## src/rtl/alu_req_scheduler.sv

```systemverilog
// Two-requester round-robin front end for a shared combinational 8-bit ALU; one op in flight at a time.
// Define ALU_SCHED_STATS_EN to add the per-requester grant counters (gnt_cnt0/gnt_cnt1).
module alu_req_scheduler #(
    parameter int DATA_W  = 8,
    parameter int RES_W   = 16,
    parameter int LATENCY = 2
) (
    input  logic              clk,
    input  logic              rst,
    input  logic              req0_valid,
    output logic              req0_ready,
    input  logic [DATA_W-1:0] req0_a,
    input  logic [DATA_W-1:0] req0_b,
    input  logic              req0_cin,
    input  logic [1:0]        req0_sel,
    input  logic              req1_valid,
    output logic              req1_ready,
    input  logic [DATA_W-1:0] req1_a,
    input  logic [DATA_W-1:0] req1_b,
    input  logic              req1_cin,
    input  logic [1:0]        req1_sel,
    output logic [DATA_W-1:0] alu_a,
    output logic [DATA_W-1:0] alu_b,
    output logic              alu_cin,
    output logic [1:0]        alu_sel,
    input  logic [RES_W-1:0]  alu_result,
    input  logic              alu_carry,
    output logic              rsp_valid,
    input  logic              rsp_ready,
    output logic              rsp_id,
    output logic [RES_W-1:0]  rsp_result,
    output logic              rsp_carry,
    output logic              rsp_err,
`ifdef ALU_SCHED_STATS_EN
    output logic [15:0]       gnt_cnt0,
    output logic [15:0]       gnt_cnt1,
`endif
    output logic [1:0]        dbg_state
);

    typedef enum logic [1:0] {
        IDLE = 2'd0,
        EXEC = 2'd1,
        RESP = 2'd2
    } state_e;

    localparam logic [3:0] CNT_INIT = 4'(LATENCY - 1);
    localparam logic [1:0] SEL_ILLEGAL = 2'b11;

    state_e            state_q, state_d;
    logic [3:0]        cnt_q, cnt_d;
    logic              last_gnt_q, last_gnt_d;
    logic [DATA_W-1:0] a_q, a_d, b_q, b_d;
    logic              cin_q, cin_d;
    logic [1:0]        sel_q, sel_d;
    logic              id_q, id_d;
    logic [RES_W-1:0]  res_q, res_d;
    logic              carry_q, carry_d;
    logic              err_q, err_d;

    logic              gnt_id;
    logic              accept;
    logic [DATA_W-1:0] op_a, op_b;
    logic              op_cin;
    logic [1:0]        op_sel;

    // Handshakes: a transfer happens on a rising edge where valid and ready are both high.
    // Requesters see ready only in IDLE and only for the granted side; the response holds
    // all rsp_* stable from rsp_valid rising until the edge where rsp_ready is also high.
    always_comb begin
        if (req0_valid && req1_valid) gnt_id = ~last_gnt_q;
        else                          gnt_id = ~req0_valid;
    end

    assign accept     = (state_q == IDLE) && (req0_valid || req1_valid);
    assign req0_ready = accept && !gnt_id;
    assign req1_ready = accept && gnt_id;

    assign op_a   = gnt_id ? req1_a   : req0_a;
    assign op_b   = gnt_id ? req1_b   : req0_b;
    assign op_cin = gnt_id ? req1_cin : req0_cin;
    assign op_sel = gnt_id ? req1_sel : req0_sel;

    always_comb begin
        state_d    = state_q;
        cnt_d      = cnt_q;
        last_gnt_d = last_gnt_q;
        a_d        = a_q;
        b_d        = b_q;
        cin_d      = cin_q;
        sel_d      = sel_q;
        id_d       = id_q;
        res_d      = res_q;
        carry_d    = carry_q;
        err_d      = err_q;
        case (state_q)
            IDLE: begin
                if (accept) begin
                    a_d        = op_a;
                    b_d        = op_b;
                    cin_d      = op_cin;
                    sel_d      = op_sel;
                    id_d       = gnt_id;
                    last_gnt_d = gnt_id;
                    if (op_sel == SEL_ILLEGAL) begin
                        // Illegal ops skip the ALU and answer with an error immediately.
                        res_d   = '0;
                        carry_d = 1'b0;
                        err_d   = 1'b1;
                        state_d = RESP;
                    end else begin
                        cnt_d   = CNT_INIT;
                        state_d = EXEC;
                    end
                end
            end
            EXEC: begin
                if (cnt_q == 4'd0) begin
                    res_d   = alu_result;
                    carry_d = alu_carry;
                    err_d   = 1'b0;
                    state_d = RESP;
                end else begin
                    cnt_d = cnt_q - 4'd1;
                end
            end
            RESP: begin
                if (rsp_ready) state_d = IDLE;
            end
            default: state_d = IDLE;
        endcase
    end

    always_ff @(posedge clk or posedge rst) begin
        if (rst) begin
            state_q    <= IDLE;
            cnt_q      <= '0;
            last_gnt_q <= 1'b1;
            a_q        <= '0;
            b_q        <= '0;
            cin_q      <= 1'b0;
            sel_q      <= '0;
            id_q       <= 1'b0;
            res_q      <= '0;
            carry_q    <= 1'b0;
            err_q      <= 1'b0;
        end else begin
            state_q    <= state_d;
            cnt_q      <= cnt_d;
            last_gnt_q <= last_gnt_d;
            a_q        <= a_d;
            b_q        <= b_d;
            cin_q      <= cin_d;
            sel_q      <= sel_d;
            id_q       <= id_d;
            res_q      <= res_d;
            carry_q    <= carry_d;
            err_q      <= err_d;
        end
    end

    assign alu_a      = a_q;
    assign alu_b      = b_q;
    assign alu_cin    = cin_q;
    assign alu_sel    = sel_q;
    assign rsp_valid  = (state_q == RESP);
    assign rsp_id     = id_q;
    assign rsp_result = res_q;
    assign rsp_carry  = carry_q;
    assign rsp_err    = err_q;
    assign dbg_state  = state_q;

`ifdef ALU_SCHED_STATS_EN
    logic [15:0] gnt_cnt0_q, gnt_cnt1_q;

    // Counters wrap naturally at 16 bits.
    always_ff @(posedge clk or posedge rst) begin
        if (rst) begin
            gnt_cnt0_q <= '0;
            gnt_cnt1_q <= '0;
        end else begin
            if (req0_valid && req0_ready) gnt_cnt0_q <= gnt_cnt0_q + 16'd1;
            if (req1_valid && req1_ready) gnt_cnt1_q <= gnt_cnt1_q + 16'd1;
        end
    end

    assign gnt_cnt0 = gnt_cnt0_q;
    assign gnt_cnt1 = gnt_cnt1_q;
`endif

endmodule

```

## config.mk

```make
export PLATFORM = sky130hd
export DESIGN_NAME = alu_req_scheduler
export DESIGN_NICKNAME = d
export VERILOG_FILES = /design/src/rtl/alu_req_scheduler.sv
export SDC_FILE = /design/constraint.sdc
export NUM_CORES = 1
export LEC_CHECK = 0
export BUFFER_PORTS_ARGS = -buffer_cell sky130_fd_sc_hd__buf_2
export CAP_MARGIN = 20
export CELL_PAD_IN_SITES_DETAIL_PLACEMENT = 0
export CELL_PAD_IN_SITES_GLOBAL_PLACEMENT = 1
export CORE_MARGIN = 5
export CORE_UTILIZATION = 33
export DETAILED_ROUTE_END_ITERATION = 6
export GPL_ROUTABILITY_DRIVEN = 0
export PLACE_DENSITY = 0.86
export RECOVER_POWER = 100
export SLEW_MARGIN = 20
export SYNTH_ARGS = -nofsm -noshare
export SYNTH_HDL_FRONTEND = slang
export SYNTH_SLANG_ARGS = --single-unit
```

## constraint.sdc

```tcl
create_clock -name clk -period 3.07 [get_ports clk]
set_clock_uncertainty 0.2 [all_clocks]
set_input_delay 0.614 -clock clk [delete_from_list [all_inputs] [get_ports clk]]
set_output_delay 0.614 -clock clk [all_outputs]
set_load 0.005 [all_outputs]
```

==> impl_metrics.py, run 1 <==
metrics = {
    "detailed_routing": {
        "drt-pass1-iter-count": 4,
        "post_drt_wl_per_cell_um": 15.2,
        "ant_nets": 0,
        "routed_wl_mm": 5.27,
        "drtIter0Drc": 60,
        "drc": 0,
        "via_per_inst": 4.86,
        "num_vias": 1683,
    },
    "synth": {
        "yosys_warnings": 0,
        "yosysSeqAreaShare_pct": 57.5,
        "ys.flop_type": "dfrtp_1",
        "synth_edf_count": 0,
        "avgSynthCellArea_um2": 12.0,
        "syn-cell-area_um2": 1960,
        "synthArstFlopShare_pct": 100,
        "yosysTopAreaCell": "dfrtp_1",
        "synth-seq-cells": 45,
        "synthTopCellsByArea": "dfrtp_1 56%, a221o_1 8.7%, a22o_1 7.6%, and2_0 5.4%, nor2_1 1.7%",
        "synth_cell_types": 33,
        "syn-num-nets": 226,
        "synth_top_area_share_pct": 56.1,
        "synth_cells": 164,
    },
    "timing": {
        "hold_slack_ns": 0.117,
        "fin_tns_setup_ns": 0,
        "worst_pin_slew_ns": 0.879,
        "rsz0062_at_grt": "no",
        "slew_headroom_pct": 41.4,
        "drv_slew": 0,
        "fmax_mhz": 388,
        "period_needed_ns": 2.58,
        "setup_viol": 0,
        "setup_ws_ns": 0.489,
        "hold_viol": 0,
        "finalCritPeriodShare_pct": 84.1,
    },
    "pwr": {
        "ir_worst_vdd_mv": 0.382,
        "power.density_nw_per_um2": 907,
        "p_total_mw": 2.37,
        "p_leak_nw": 1.30,
    },
    "floorplan": {
        "core_um2": 5850,
        "die-area_um2": 7590,
        "die_width_um": 87.1,
        "start_util_pct": 33.5,
        "io_pins": 103,
        "placementRows": 28,
        "die_y_um": 87.1,
    },
    "placed_design": {
        "placedInstanceArea_um2": 2550,
        "pre_cts_slack_ns": 0.846,
        "io_buffers": 102,
        "place_hpwl_mm": 3.85,
    },
    "cts": {
        "cts_made_buffers": 5,
        "postCtsHoldBufs": 0,
        "cts.repair.resized": 0,
        "post-cts-setup-buffers": 0,
        "clk_pin_slew_worst_paths_ns": 0.09,
        "htreeDepth": 2,
        "cts_num_sinks": 45,
        "cts_root_buf": "clkbuf_8",
        "insertion_delay_ns": 0.30,
        "clockBufferDepth": 2,
        "cts_tree": "yes",
    },
    "finish": {
        "drive_gt1_share_pct": 31.0,
        "final_cell_mix": "73 x buf_2, 44 x dfrtp_1, 34 x clkbuf_1",
        "final_common_cell": "buf_2",
        "fin_area_um2": 2620,
        "syn_to_final_growth_pct": 33.4,
        "layout.nets": 332,
        "diodes": 0,
    },
    "job": {
        "cap_viol_max_count": 0,
    },
    "setup_path": {
        "critPathArrivalTime_ns": 1.77,
        "required_ns": 2.26,
        "crit_fanout": 6,
        "crit_path_end_kind": "output port",
        "crit_path_start_kind": "flop",
        "criticalPathCategory": "reg -> out",
    },
    "grt": {
        "grt_max_degree": 46,
        "grt_pass1_vias": 1846,
        "antenna_found_initial": 0,
        "grt_overflow": 0,
        "grt_pass1_wl_mm": 8.66,
        "track_usage_pct": 14.5,
    },
    "hold_path": {
        "hold_class": "in -> async",
    },
    "outcome": {
        "status": "finished clean",
    },
}
-- Yosys cell counts (2+ instances only) --
master	number
buf_2	3
o21ai_0	5
nand2b_1	3
inv_1	7
mux2i_1	2
or3_1	2
nand2_1	8
a221o_1	17
dfrtp_1	44
ha_1	2
or2_1	2
nor2b_1	2
a22o_1	17
and2_0	17
clkbuf_1	4
nor2_1	9
a21oi_1	4
-- worst max-delay path: stages, from the launching register on --
cell and delay [ns]:
dfrtp_1 0.41, or2_0 0.34, or2_0 0.33, a21oi_1 0.22
buf_2 0.16
-- where the power goes --
| group | internal (mW) | switching (mW) | total (mW) |
|---|---|---|---|
| clock | 0.265 | 0.200 | 0.465 |
| sequential | 0.824 | 0.120 | 0.944 |
| combinational | 0.455 | 0.511 | 0.965 |
-- flip-flops by register name (all words and copies together) (netlist names) --
name,count
alu_sel,2
rsp_result,16
alu_a,8
dbg_state,2
rsp_id,1
rsp_carry,1
rsp_err,1
alu_cin,1
alu_b,8
last_gnt_q,1
cnt_q,4
-- area by class of cell --
| class | count | area [µm²] |
|---|---|---|
| fillers | 557 | 3230 |
| well taps | 75 | 93.8 |
| clock buffers | 7 | 86.3 |
| multi-input cells | 103 | 737 |
| flip-flops and latches | 45 | 1130 |
| repair buffers | 108 | 517 |
| clock inverters | 1 | 30.0 |
| inverters | 7 | 26.3 |
-- path summary, 6_finish.rpt --
check	from	slack [ns]	to	cells past startpoint
setup / recovery	dbg_state[0]	0.49	req1_ready	4
max in group asynchronous	rst	1.94	last_gnt_q	3
hold / removal	rst	0.12	rsp_result[3]	2
setup reg to reg	cnt_q[0]	0.58	rsp_result[9]	6
hold reg to reg	rsp_result[8]	0.30	rsp_result[8]	1
min in group clk	rsp_result[8]	0.30	rsp_result[8]	1
-- stage by stage --
stage / utilization (%) / instances
final: 44.7 / 346
after detailed placement: 43.7 / 337
after floorplan: - / 164
after CTS: 45.7 / 345
after global routing: 44.7 / 346
after global placement: 43.7 / 337
-- per-layer routing --
layer	routed length, µm	part of all wire (%)	track usage (%)	up-vias
met5	0	0	0	-
met1	2200	42	17.4	813
met3	330	6.3	4.54	9
met2	2650	50	24.8	44
li1	-	-	-	817
met4	89	1.7	4.74	0
-- kinds of logic after synthesis --
| logic type | count (synthesis) | share of synthesized area, % |
|---|---|---|
| compound gates | 49 | 21.7 |
| mux | 3 | 1.79 |
| xor+xnor | 1 | 0.447 |
| flops | 45 | 57.5 |
| simple gates | 48 | 13.5 |
| buf+inv | 16 | 3.83 |
| fa+ha+maj | 2 | 1.28 |
Note: power is estimated with default switching activity, not from simulation.
==> run 2, diff against run 1 <==
==> constraint.sdc (replaced) <==
create_clock -name clk -period 2.7 [get_ports clk]
set_clock_uncertainty 0.2 [all_clocks]
set_input_delay 0.54 -clock clk [delete_from_list [all_inputs] [get_ports clk]]
set_output_delay 0.54 -clock clk [all_outputs]
set_load 0.005 [all_outputs]
==> impl_metrics.py, run 2 (synthesized netlist as in run 1, its figures left out) <==
metrics = {
    "cts": {
        "cts_made_buffers": 5,
        "cts_num_sinks": 45,
        "cts_root_buf": "clkbuf_8",
        "htreeDepth": 2,
        "insertion_delay_ns": 0.29,
        "cts_tree": "yes",
        "clk_pin_slew_worst_paths_ns": 0.09,
        "cts.repair.resized": 0,
        "clockBufferDepth": 2,
    },
    "setup_path": {
        "crit_path_end_kind": "output port",
        "r2r_start": "dbg_state[0]",
        "slowest_delay_ns": 0.42,
        "critPathArrivalTime_ns": 1.71,
        "criticalPathCategory": "reg -> out",
        "reg2reg_to": "alu_b[5]",
        "ff2ff_setup_slack_ns": 0.34,
        "crit_fanout": 6,
        "required_ns": 1.96,
        "crit_path_start_kind": "flop",
        "reg2reg_depth": 5,
        "cp_cell_sequence": "or2_0 -> or2_1 -> a21oi_4 -> buf_2",
        "crit_slowest_cell": "dfrtp_1",
    },
    "timing": {
        "hold_viol": 0,
        "fin_tns_setup_ns": 0,
        "fmax_mhz": 409,
        "drv_slew": 0,
        "slew_headroom_pct": 38.8,
        "finalCritPeriodShare_pct": 90.7,
        "rsz0062_at_grt": "no",
        "period_needed_ns": 2.45,
        "worst_pin_slew_ns": 0.918,
        "setup_viol": 0,
    },
    "floorplan": {
        "core_um2": 5850,
        "die_y_um": 87.1,
        "io_pins": 103,
        "die-area_um2": 7590,
        "placementRows": 28,
        "start_util_pct": 33.5,
        "die_width_um": 87.1,
    },
    "detailed_routing": {
        "num_vias": 1706,
        "post_drt_wl_per_cell_um": 15.2,
        "drt-pass1-iter-count": 4,
        "drc": 0,
        "routed_wl_mm": 5.30,
        "drtIter0Drc": 44,
        "ant_nets": 0,
        "via_per_inst": 4.90,
    },
    "outcome": {
        "status": "finished clean",
    },
    "finish": {
        "layout.nets": 334,
        "drive_gt1_share_pct": 33.7,
        "final_cell_mix": "77 x buf_2, 44 x dfrtp_1, 28 x clkbuf_1",
        "syn_to_final_growth_pct": 32.9,
        "fin_area_um2": 2610,
        "diodes": 0,
        "final_common_cell": "buf_2",
        "largest_register_ffs": 16,
        "fillers": 578,
    },
    "hold_path": {
        "whs_path_depth": 2,
        "hold_end": "dbg_state[1]",
        "hold_class": "in -> reg",
        "min_from": "rsp_ready",
    },
    "grt": {
        "antenna_found_initial": 0,
        "grt_pass1_wl_mm": 8.51,
        "grt_pass1_vias": 1787,
        "grt_max_degree": 22,
        "grt_overflow": 0,
        "track_usage_pct": 14.3,
    },
    "pwr": {
        "power.density_nw_per_um2": 1000,
        "p_total_mw": 2.61,
        "ir_worst_vdd_mv": 0.465,
        "p_leak_nw": 1.31,
    },
    "placed_design": {
        "io_buffers": 102,
        "place_hpwl_mm": 3.99,
        "placedInstanceArea_um2": 2570,
    },
    "job": {
        "cap_viol_max_count": 0,
    },
}
[run 2: power breakdown]
part	internal (mW)	switching, mW	leakage, nW
sequential	0.937	0.139	0.569
combinational	0.530	0.589	0.693
clock	0.179	0.236	0.0439
[run 2: worst max-delay path by stage]
| stage | cells after the start | from | to | slack, ns |
|---|---|---|---|---|
| floorplan | 6 | dbg_state[0] | req1_ready | 0.47 |
| global placement | 5 | req0_valid | req1_ready | 0.62 |
| detailed placement | 7 | cnt_q[0] | rsp_result[12] | 0.61 |
| CTS | 4 | dbg_state[0] | req1_ready | 0.28 |
| global route | 4 | dbg_state[0] | req1_ready | 0.14 |
| finish | 4 | dbg_state[0] | req1_ready | 0.25 |
[run 2: critical path: cells and delay by family (launching register included)]
kind,cells,cell delay [ns]
buf+inv,1,0.13
simple gates,2,0.71
compound gates,1,0.15
flops,1,0.42
[run 2: area by class of cell]
| class | instances | area, µm² | area share, % |
|---|---|---|---|
| Clock buffer | 5 | 68.8 | 2.64 |
| Clock inverter | 3 | 17.5 | 0.672 |
| Inverter | 7 | 26.3 | 1.01 |
| Multi-Input combinational cell | 103 | 748 | 28.7 |
| Sequential cell | 45 | 1130 | 43.2 |
| Tap cell | 75 | 93.8 | 3.60 |
| Timing Repair Buffer | 110 | 526 | 20.2 |
[run 2: repair_timing]
item | in CTS | in global routing
endpoints found under the hold margin | 6 | 0
hold buffers | 1 | 0
setup buffers | 0 | 0
[run 2: metal layers]
layer | global-route usage, % | vias up | routed length, µm
met2 | 23.9 | 47 | 2660
met5 | 0 | - | 0
met1 | 17.8 | 836 | 2210
met4 | 3.35 | 0 | 59
met3 | 5.01 | 6 | 364
li1 | - | 817 | -
[run 2: through the flow]
stage          setup WS (ns)  utilization, %  instances  hold slack, ns
4_1_cts                0.284            45.6        348           0.250
3_3_place_gp           0.621            43.9        339           0.264
5_1_grt                0.141            44.6        348           0.254
2_1_floorplan          0.472               -        164           0.273
6_report               0.252            44.6        348           0.256
3_5_place_dp           0.607            43.9        339           0.277
